--- src/rtl/dut_event_toggle_counter_if.sv ---
// Control/status bundle for dut_event_toggle_counter; last_ts exists only when EVENT_TIMESTAMP_EN is defined.
interface dut_event_toggle_counter_if #(
   parameter int NUM_CH    = 2,
   parameter int CNT_WIDTH = 16,
   parameter int WIN_WIDTH = 24
);
   logic [NUM_CH-1:0]           ch_enable;
   logic                        edge_mode;
   logic [WIN_WIDTH-1:0]        win_len;
   logic                        start;
   logic                        stop;
   logic                        busy;
   logic                        done;
   logic [NUM_CH*CNT_WIDTH-1:0] cnt_snapshot;
   logic [NUM_CH-1:0]           ovf_snapshot;
`ifdef EVENT_TIMESTAMP_EN
   logic [NUM_CH*WIN_WIDTH-1:0] last_ts;

   modport master (
      output ch_enable, edge_mode, win_len, start, stop,
      input  busy, done, cnt_snapshot, ovf_snapshot, last_ts
   );
   modport slave (
      input  ch_enable, edge_mode, win_len, start, stop,
      output busy, done, cnt_snapshot, ovf_snapshot, last_ts
   );
`else
   modport master (
      output ch_enable, edge_mode, win_len, start, stop,
      input  busy, done, cnt_snapshot, ovf_snapshot
   );
   modport slave (
      input  ch_enable, edge_mode, win_len, start, stop,
      output busy, done, cnt_snapshot, ovf_snapshot
   );
`endif
endinterface

--- src/rtl/dut_event_toggle_counter.sv ---
// Gated multi-channel event counter for toggle-encoded DUT event pins with coherent snapshot.
// Optional per-channel last-event timestamp enabled by defining EVENT_TIMESTAMP_EN.
//
// state    | meaning
// ---------+--------------------------------------------------------------
// ST_IDLE  | no window open; counters hold, snapshot shows last window
// ST_COUNT | window open; enabled events counted, timer advancing
// ST_LATCH | one cycle; counters copied to snapshot, done set
module dut_event_toggle_counter #(
   parameter int NUM_CH      = 2,
   parameter int CNT_WIDTH   = 16,
   parameter int WIN_WIDTH   = 24,
   parameter int SYNC_STAGES = 2
) (
   input  logic              S_AXI_ACLK,
   input  logic              S_AXI_ARESETN,
   input  logic [NUM_CH-1:0] event_toggle,
   output logic [NUM_CH-1:0] event_pulse,
   dut_event_toggle_counter_if.slave ctl
);
   localparam logic [1:0] ST_IDLE  = 2'd0;
   localparam logic [1:0] ST_COUNT = 2'd1;
   localparam logic [1:0] ST_LATCH = 2'd2;

   logic [1:0]                  state;
   logic [NUM_CH-1:0]           sync_q [SYNC_STAGES];
   logic [NUM_CH-1:0]           hist_q;
   logic [NUM_CH-1:0]           det;
   logic [CNT_WIDTH-1:0]        cnt_q [NUM_CH];
   logic [NUM_CH-1:0]           ovf_q;
   logic [WIN_WIDTH-1:0]        timer_q;
   logic [WIN_WIDTH-1:0]        win_q;
   logic                        done_q;
   logic [NUM_CH*CNT_WIDTH-1:0] cnt_snap_q;
   logic [NUM_CH-1:0]           ovf_snap_q;
   logic                        restart;
   logic                        window_end;
`ifdef EVENT_TIMESTAMP_EN
   logic [WIN_WIDTH-1:0]        ts_q [NUM_CH];
   logic [NUM_CH*WIN_WIDTH-1:0] ts_snap_q;
`endif

   assign det = ctl.edge_mode ? (sync_q[SYNC_STAGES-1] & ~hist_q)
                              : (sync_q[SYNC_STAGES-1] ^ hist_q);

   // a start in LATCH is dropped so the snapshot of the closing window is never lost
   assign restart    = ctl.start && (state != ST_LATCH);
   assign window_end = ((win_q != '0) && (timer_q == (win_q - WIN_WIDTH'(1)))) || ctl.stop;

   always_ff @(posedge S_AXI_ACLK) begin
      if (!S_AXI_ARESETN) begin
         for (int i = 0; i < SYNC_STAGES; i++) sync_q[i] <= '0;
         hist_q      <= '0;
         event_pulse <= '0;
         state       <= ST_IDLE;
         timer_q     <= '0;
         win_q       <= '0;
         done_q      <= 1'b0;
         ovf_q       <= '0;
         cnt_snap_q  <= '0;
         ovf_snap_q  <= '0;
         for (int k = 0; k < NUM_CH; k++) cnt_q[k] <= '0;
`ifdef EVENT_TIMESTAMP_EN
         for (int k = 0; k < NUM_CH; k++) ts_q[k] <= '0;
         ts_snap_q <= '0;
`endif
      end else begin
         sync_q[0] <= event_toggle;
         for (int i = 1; i < SYNC_STAGES; i++) sync_q[i] <= sync_q[i-1];
         hist_q      <= sync_q[SYNC_STAGES-1];
         event_pulse <= det;

         if (restart) begin
            state   <= ST_COUNT;
            timer_q <= '0;
            win_q   <= ctl.win_len;
            ovf_q   <= '0;
            for (int k = 0; k < NUM_CH; k++) cnt_q[k] <= '0;
`ifdef EVENT_TIMESTAMP_EN
            for (int k = 0; k < NUM_CH; k++) ts_q[k] <= '0;
`endif
            if (state == ST_IDLE) done_q <= 1'b0;
         end else begin
            case (state)
               ST_COUNT: begin
                  timer_q <= timer_q + WIN_WIDTH'(1);
                  for (int k = 0; k < NUM_CH; k++) begin
                     if (event_pulse[k] && ctl.ch_enable[k]) begin
                        if (cnt_q[k] == '1) ovf_q[k] <= 1'b1;
                        else                cnt_q[k] <= cnt_q[k] + CNT_WIDTH'(1);
`ifdef EVENT_TIMESTAMP_EN
                        ts_q[k] <= timer_q;
`endif
                     end
                  end
                  if (window_end) state <= ST_LATCH;
               end
               ST_LATCH: begin
                  for (int k = 0; k < NUM_CH; k++)
                     cnt_snap_q[k*CNT_WIDTH +: CNT_WIDTH] <= cnt_q[k];
                  ovf_snap_q <= ovf_q;
`ifdef EVENT_TIMESTAMP_EN
                  for (int k = 0; k < NUM_CH; k++)
                     ts_snap_q[k*WIN_WIDTH +: WIN_WIDTH] <= ts_q[k];
`endif
                  done_q <= 1'b1;
                  state  <= ST_IDLE;
               end
               ST_IDLE: state <= ST_IDLE;
               default: state <= ST_IDLE;
            endcase
         end
      end
   end

   assign ctl.busy         = (state == ST_COUNT);
   assign ctl.done         = done_q;
   assign ctl.cnt_snapshot = cnt_snap_q;
   assign ctl.ovf_snapshot = ovf_snap_q;
`ifdef EVENT_TIMESTAMP_EN
   assign ctl.last_ts      = ts_snap_q;
`endif

endmodule

--- src/flat_wrapper.sv ---
// flat-port wrapper written by rule: the top's interface ports become plain ports
module dut_event_toggle_counter_flat 
#(
   parameter int NUM_CH      = 2,
   parameter int CNT_WIDTH   = 16,
   parameter int WIN_WIDTH   = 24,
   parameter int SYNC_STAGES = 2
)
  (S_AXI_ACLK, S_AXI_ARESETN, event_toggle, event_pulse, ctl_ch_enable, ctl_edge_mode, ctl_win_len, ctl_start, ctl_stop, ctl_busy, ctl_done, ctl_cnt_snapshot, ctl_ovf_snapshot);
  dut_event_toggle_counter_if #(.NUM_CH(NUM_CH), .CNT_WIDTH(CNT_WIDTH), .WIN_WIDTH(WIN_WIDTH)) ctl_i ();
  input  logic S_AXI_ACLK;
  input  logic S_AXI_ARESETN;
  input  logic [NUM_CH-1:0] event_toggle;
  output logic [NUM_CH-1:0] event_pulse;
  input wire logic [$bits(ctl_i.ch_enable)-1:0] ctl_ch_enable;
  input wire logic [$bits(ctl_i.edge_mode)-1:0] ctl_edge_mode;
  input wire logic [$bits(ctl_i.win_len)-1:0] ctl_win_len;
  input wire logic [$bits(ctl_i.start)-1:0] ctl_start;
  input wire logic [$bits(ctl_i.stop)-1:0] ctl_stop;
  output wire logic [$bits(ctl_i.busy)-1:0] ctl_busy;
  output wire logic [$bits(ctl_i.done)-1:0] ctl_done;
  output wire logic [$bits(ctl_i.cnt_snapshot)-1:0] ctl_cnt_snapshot;
  output wire logic [$bits(ctl_i.ovf_snapshot)-1:0] ctl_ovf_snapshot;
  assign ctl_i.ch_enable = ctl_ch_enable;
  assign ctl_i.edge_mode = ctl_edge_mode;
  assign ctl_i.win_len = ctl_win_len;
  assign ctl_i.start = ctl_start;
  assign ctl_i.stop = ctl_stop;
  assign ctl_busy = ctl_i.busy;
  assign ctl_done = ctl_i.done;
  assign ctl_cnt_snapshot = ctl_i.cnt_snapshot;
  assign ctl_ovf_snapshot = ctl_i.ovf_snapshot;
  dut_event_toggle_counter #(.NUM_CH(NUM_CH), .CNT_WIDTH(CNT_WIDTH), .WIN_WIDTH(WIN_WIDTH), .SYNC_STAGES(SYNC_STAGES)) u_core (.S_AXI_ACLK(S_AXI_ACLK), .S_AXI_ARESETN(S_AXI_ARESETN), .event_toggle(event_toggle), .event_pulse(event_pulse), .ctl(ctl_i));
endmodule
--- config.mk ---
export PLATFORM = sky130hd
export DESIGN_NAME = dut_event_toggle_counter_flat
export DESIGN_NICKNAME = d
export VERILOG_FILES = /design/src/rtl/dut_event_toggle_counter_if.sv /design/src/rtl/dut_event_toggle_counter.sv /design/src/flat_wrapper.sv
export SDC_FILE = /design/constraint.sdc
export NUM_CORES = 1
export LEC_CHECK = 0
export CAP_MARGIN = 20
export CORE_UTILIZATION = 65
export CTS_BUF_LIST = sky130_fd_sc_hd__clkbuf_4
export CTS_CLUSTER_SIZE = 40
export DETAILED_ROUTE_END_ITERATION = 12
export DONT_BUFFER_PORTS = 1
export PLACE_DENSITY = 0.81
export SYNTH_ARGS = -nofsm -noshare
export SYNTH_HDL_FRONTEND = slang
export SYNTH_SLANG_ARGS = --single-unit
--- constraint.sdc ---
create_clock -name S_AXI_ACLK -period 8.6 [get_ports S_AXI_ACLK]
set_input_delay 0.86 -clock S_AXI_ACLK [delete_from_list [all_inputs] [get_ports S_AXI_ACLK]]
set_output_delay 0.86 -clock S_AXI_ACLK [all_outputs]
set_load 0.05 [all_outputs]
# Word level (Yosys, flattened, before mapping)
# Memory sizes are Yosys's and may differ from the RTL's.
# Index checks and enable logic that the tools add are counted.
# Widths: inputs -> output; s select.
word_totals:
  output_inout_bits: 38
  in_bits: 33
  latchBits: 0
  word_cells: 81
  memories: 2
  ff_bits: 91
  rom_bits: 0
  ramBits: 36
classes:
  n_shift: 0
  order_cmp: 0
  eq_ne: 8
  div_mod_pow: 0
  n_reduce_logical: 14
  bitwise: 12
  multipliers: 0
  addsub: 4
  n_mux: 30
mem_list:
  columns: ["name", "words", "word_bits", "read_ports", "rd_clocked_by_memory_dff", "wr", "line_no", "source"]
  rows:
  - ["u_core.cnt_q", 2, 16, 2, 0, 2, "dut_event_toggle_counter.sv:29", "logic [CNT_WIDTH-1:0] cnt_q [NUM_CH];"]
  - ["u_core.sync_q", 2, 2, 2, 0, 2, "dut_event_toggle_counter.sv:26", "logic [NUM_CH-1:0] sync_q [SYNC_STAGES];"]
op_table:
  columns: ["op", "count"]
  rows:
  - ["$mux 16", 4]
  - ["$add 16x1->16 const B", 2]
  - ["$eq 16x16->1 const B", 2]
  - ["$add 24x1->24 const B", 1]
  - ["$eq 24x24->1", 1]
  - ["$reduce_bool 24->1", 1]
  - ["$sub 24x1->24 const B", 1]
  - ["$mux 1", 23]
  - ["$mux 2", 3]
  - ["$or 1x1->1", 6]
  - ["$reduce_and 3->1", 2]
  - ["$logic_and 1x1->1", 4]
  - ["$ne 2x2->1 const B", 2]
  - ["$reduce_and 2->1", 2]
  - ["$ne 3x1->1 const B", 1]
  - ["$not 1->1", 3]
  - ["$reduce_or 3->1", 1]
  - ["$and 2x2->2", 1]
  - ["$eq 2x1->1 const B", 1]
  - ["$eq 2x2->1 const B", 1]
  - ["$logic_not 2->1", 1]
  - ["$not 2->2", 1]
  - ["$reduce_bool 2->1", 1]
  - ["$reduce_or 2->1", 1]
  - ["other kinds (2)", 2]

# Longest topological paths before layout
# An unclocked memory read counts as a cell.
depth:
  word_depth: 9
  ltp_mapped: 10
  mapped_depth_nobuf: 9

# Worst setup path before layout
# No wires, ideal clock.
synth_path:
  path_type: "flip-flop to flip-flop"
  start: "reg u_core.win_q[0]"
  end: "reg u_core.state[0]"
  setup_time_ps: 122
  period_less_slack_ps: 2820
  t_arrival_ps: 2698
  path_stages_with_launch: 10
  required_ps: 8478
  slack_ps: 5780
  path_buffers: 0
  path_cell_list: "dfxtp_1 -> inv_1 -> ha_1 -> or4b_2 -> or4_1 -> nor2_1 -> mux2_2 -> nor3_1 -> o2111ai_1 -> a221o_1"
synth_via:
  elab_chain_len: 5
  elab_cells_between_ends: 6
  cone_classes: "1 x add/sub; 2 x eq/ne; 3 x reduce/logical"
synth_lines:
  columns: ["item", "line_no", "source"]
  rows:
  - ["start: declaration", "dut_event_toggle_counter.sv:32", "logic [WIN_WIDTH-1:0] win_q;"]
  - ["start signal: assignment", "dut_event_toggle_counter.sv:76", "win_q <= ctl.win_len;"]
  - ["$sub 24x1->24", "dut_event_toggle_counter.sv:48", "assign window_end = ((win_q != '0) && (timer_q == (win_q - WIN_WIDTH'(1)))) || ctl.stop;"]
  - ["$eq 24x24->1", "dut_event_toggle_counter.sv:48", null]
  - ["$logic_and 1x1->1 *", "dut_event_toggle_counter.sv:48", null]
  - ["$logic_or 1x1->1 *", "dut_event_toggle_counter.sv:48", null]
  - ["$ne 3x1->1 (no source line) *", null, null]
  - ["end signal: assignment", "dut_event_toggle_counter.sv:55", "state <= ST_IDLE;"]
  - ["end signal: assignment", "dut_event_toggle_counter.sv:74", "state <= ST_COUNT;"]
  - ["end signal: assignment", "dut_event_toggle_counter.sv:96", "if (window_end) state <= ST_LATCH;"]
  - ["end: declaration", "dut_event_toggle_counter.sv:25", "logic [1:0] state;"]
# Every way passes the cells marked *; elsewhere a longest branch is shown, timed or not.
# A chain may end at the register's enable or synchronous reset.

==> metrics.md <==
| Metric | Value |
|---|---|
| Resize count post-CTS | `0` |
| Cells after synthesis | `702` |
| Post-Syn Nets | `741` |
| Crit path launch type | `flip-flop` |
| # Max-Cap Violations | `0` |
| # port buffers | `0` |
| Drt drc | `0` |
| Main flop type after synthesis | `dfxtp_1` |
| Mapped Area | `0.00617 mm2` |
| Post-synth EDFFs | `32` |
| Hold buffers post-CTS | `0` |
| Initial antenna violation count | `0` |
| Most frequent CP cell | `nand2_1` |
| Area Growth Syn to Fin | `5.86%` |
| Unrepaired setup endpoints after global routing | `false` |
| Top-Level Pins | `71` |
| Routed len/inst | `16.3 um` |
| Ys async rst share | `0%` |
| Synth top area cells | `dfxtp_1 31%, edfxtp_1 16%, nand2_1 8.7%` |
| WP buf/inv | `1` |
| Syn Area/Cell | `8.78 um2` |
| Clk slew on worst S/H paths | `0.11 ns` |
| Area share of the largest cell type after synthesis | `30.8%` |
| Latest clock arrival within the worst-skew pair | `0.49 ns` |
| Net Sw Frac | `24.8%` |
| Diodes inserted | `0` |
| Pin count of the biggest net entering global routing | `72` |
| Die Area | `0.00988 mm2` |
| Yosys warns | `0` |
| PwrDens | `190 mW/mm2` |
| Clock Skews | `0.0160 ns` |
| CTS Buf Count | `17` |
| Min Hold Slack | `0.448 ns` |
| Die X-Extent | `99.4 um` |
| Detailed Place HPWL | `9050 um` |
| Critical Path RT | `8.80 ns` |
| Crit path max fanout | `36` |
| Number of global-route vias before repair | `4749` |
| Setup bufs post-CTS | `0` |
| Cell variety after synth | `50` |
| First-pass GRT wire length | `22200 um` |
| Synthesized flop and latch total | `127` |
| Setup ws final | `4.86 ns` |
| Power share of the sequential group | `52.9%` |
| Final design utilization | `71.0%` |
| Layout fillers | `703` |
| Routed via count | `4790` |
| Hold/Removal Path Class | `flip-flop to flip-flop` |
| Most common cell after layout, fill and taps aside | `nand2_1` |
| Crit path kind | `flip-flop to flip-flop` |
| Overflow after GRT | `0` |
| Max stage delay on crit path | `0.91 ns` |
| Row cnt | `35` |
| Root Driver | `clkbuf_4` |
| Internal power | `933 uW` |
| Critical path cell sequence | `nand2b_1 -> buf_4 -> nand2_1 -> nand2_1 -> a21o_1 -> nor2_1` |
| Final Hold Viols | `0` |
| Clk pwr share | `39.6%` |
| Routability cong. | `0.852` |
| Top cell type by total area after synthesis | `dfxtp_1` |
| Comb power frac | `7.5%` |
| Deepest clock path buffer count | `2` |
| Pre-CTS setup slack | `4.91 ns` |
| Crit share post-route | `43.5%` |
| DR pass1 iterations | `5` |
| Slew HR | `28.2%` |
| Die height | `99.4 um` |
| Sequential fraction of the synthesis area | `46.4%` |
| Worst vdd rail ir drop | `0.163 mV` |
| Post-Route WL | `13200 um` |
| Final Max Tran Viols | `0` |
| Initial core utilization | `67.0%` |
| Max Clock Freq | `267 MHz` |
| Sink Count | `127` |
| Initial drt markers | `186` |
| Post-Route Setup TNS | `0 ns` |
| Status | `finished, final reports clean` |
| CTS tree | `yes` |
| Setup violators final | `0` |
| ANT nets after route | `0` |
| Core Footprint | `0.00920 mm2` |
| H-tree Lvls | `4` |
| Most frequent cells in the layout | `143 x nand2_1, 95 x dfxtp_1, 77 x nor2_1` |
| Worst Path Arrival | `3.95 ns` |
| Family with the most delay on the worst path | `simple AND/OR/NAND/NOR gates` |
| Nets@finish | `726` |
| Post-route minimum period | `3.74 ns` |
| P_sw | `308 uW` |
| GR Util All Layers | `28.4%` |
| Setup crit end kind | `flip-flop` |
| P_leak | `2.29 nW` |
| Via-to-Cell Ratio | `5.91` |
| Total power | `1.24 mW` |
| Fraction of layout cells with a size suffix above 1 | `6.43%` |
| Critical path's slowest cell | `nand2_1` |
| Worst-Margin Slew | `1.07 ns` |
## worst paths after layout
check / endpoint / slack (ns) / depth (start not counted) / start
max: u_core.cnt_q[0][27] / 4.86 / 6 / u_core.state[0]
min: u_core.sync_q[0][2] / 0.45 / 1 / u_core.sync_q[0][0]
max reg2reg: u_core.cnt_q[0][27] / 4.86 / 6 / u_core.state[0]
min reg2reg: u_core.sync_q[0][2] / 0.45 / 1 / u_core.sync_q[0][0]
## routing by layer
metal  vias to the layer above  part of all wire [%]  GRT usage, %
met1                      2294                    41          33.0
met5                         -                     0             0
met2                       116                    52          50.9
met3                        21                   4.8          7.17
met4                         0                   1.8          9.84
li1                       2359                     -             -
## cells by family (layout without fill, tap and decap cells)
| group | count (synthesis) | after routing | share of synthesized area [%] |
|---|---|---|---|
| adder cells (fa/ha/maj) | 6 | 6 | 1.22 |
| buffers and inverters | 53 | 51 | 3.49 |
| flip-flops | 127 | 127 | 46.4 |
| multiplexers | 8 | 8 | 1.32 |
| XOR/XNOR | 76 | 76 | 10.8 |
| AND/OR/NAND/NOR | 339 | 339 | 25.6 |
| AO/OA/AOI/OAI | 93 | 93 | 11.1 |
## power groups by stage
stage	logic, mW	registers, mW	clock network (mW)
after floorplan	0.0824	0.662	0
after global placement	0.0880	0.669	0
after CTS	0.0928	0.657	0.498
after detailed placement	0.0918	0.670	0
after global routing	0.103	0.660	0.526
final	0.0932	0.657	0.491
## synth_stat cells, types with 8 or more instances
cell type	count
nand2_1	143
dfxtp_1	95
nor2_1	77
a21boi_0	59
xor2_1	39
xnor2_1	37
clkbuf_1	34
edfxtp_1	32
nand3_1	27
inv_1	16
nor3_1	15
o21ai_0	12
nand4_1	10
and2_1	9
or3_1	9
nor4_1	8
## cell type report
| type | count | area, um2 | share of cell area (%) |
|---|---|---|---|
| Inverter | 16 | 60.1 | 0.920 |
| Tap cell | 111 | 139 | 2.13 |
| Clock inverter | 14 | 215 | 3.30 |
| Timing Repair Buffer | 3 | 22.5 | 0.345 |
| Clock buffer | 18 | 135 | 2.07 |
| Multi-Input combinational cell | 522 | 3090 | 47.4 |
| Sequential cell | 127 | 2860 | 43.9 |
## per-stage QoR
stage               instance area, um2  instances
floorplan                         6170        702
global placement                  6180        779
detailed placement                6180        779
CTS                               6530        811
global route                      6530        811
finish                            6530        811
## worst register-to-register path: stages (launching register included)
cell and delay (ns):
dfxtp_1 0.41, nand2b_1 0.12, buf_4 0.35, nand2_1 0.66, nand2_1 0.92, a21o_1 0.85
nor2_1 0.15
## state kept, by name (all words and copies together) (netlist names)
signal                   count
u_core.win_q                24
u_core.ctl.ovf_snapshot      2
u_core.ctl.cnt_snapshot     32
u_core.cnt_q                32
u_core.hist_q                2
u_core.timer_q              24
u_core.event_pulse           2
u_core.ovf_q                 2
u_core.ctl.done              1
u_core.state                 2
u_core.sync_q                4
Power figures use the tool's default switching activity.
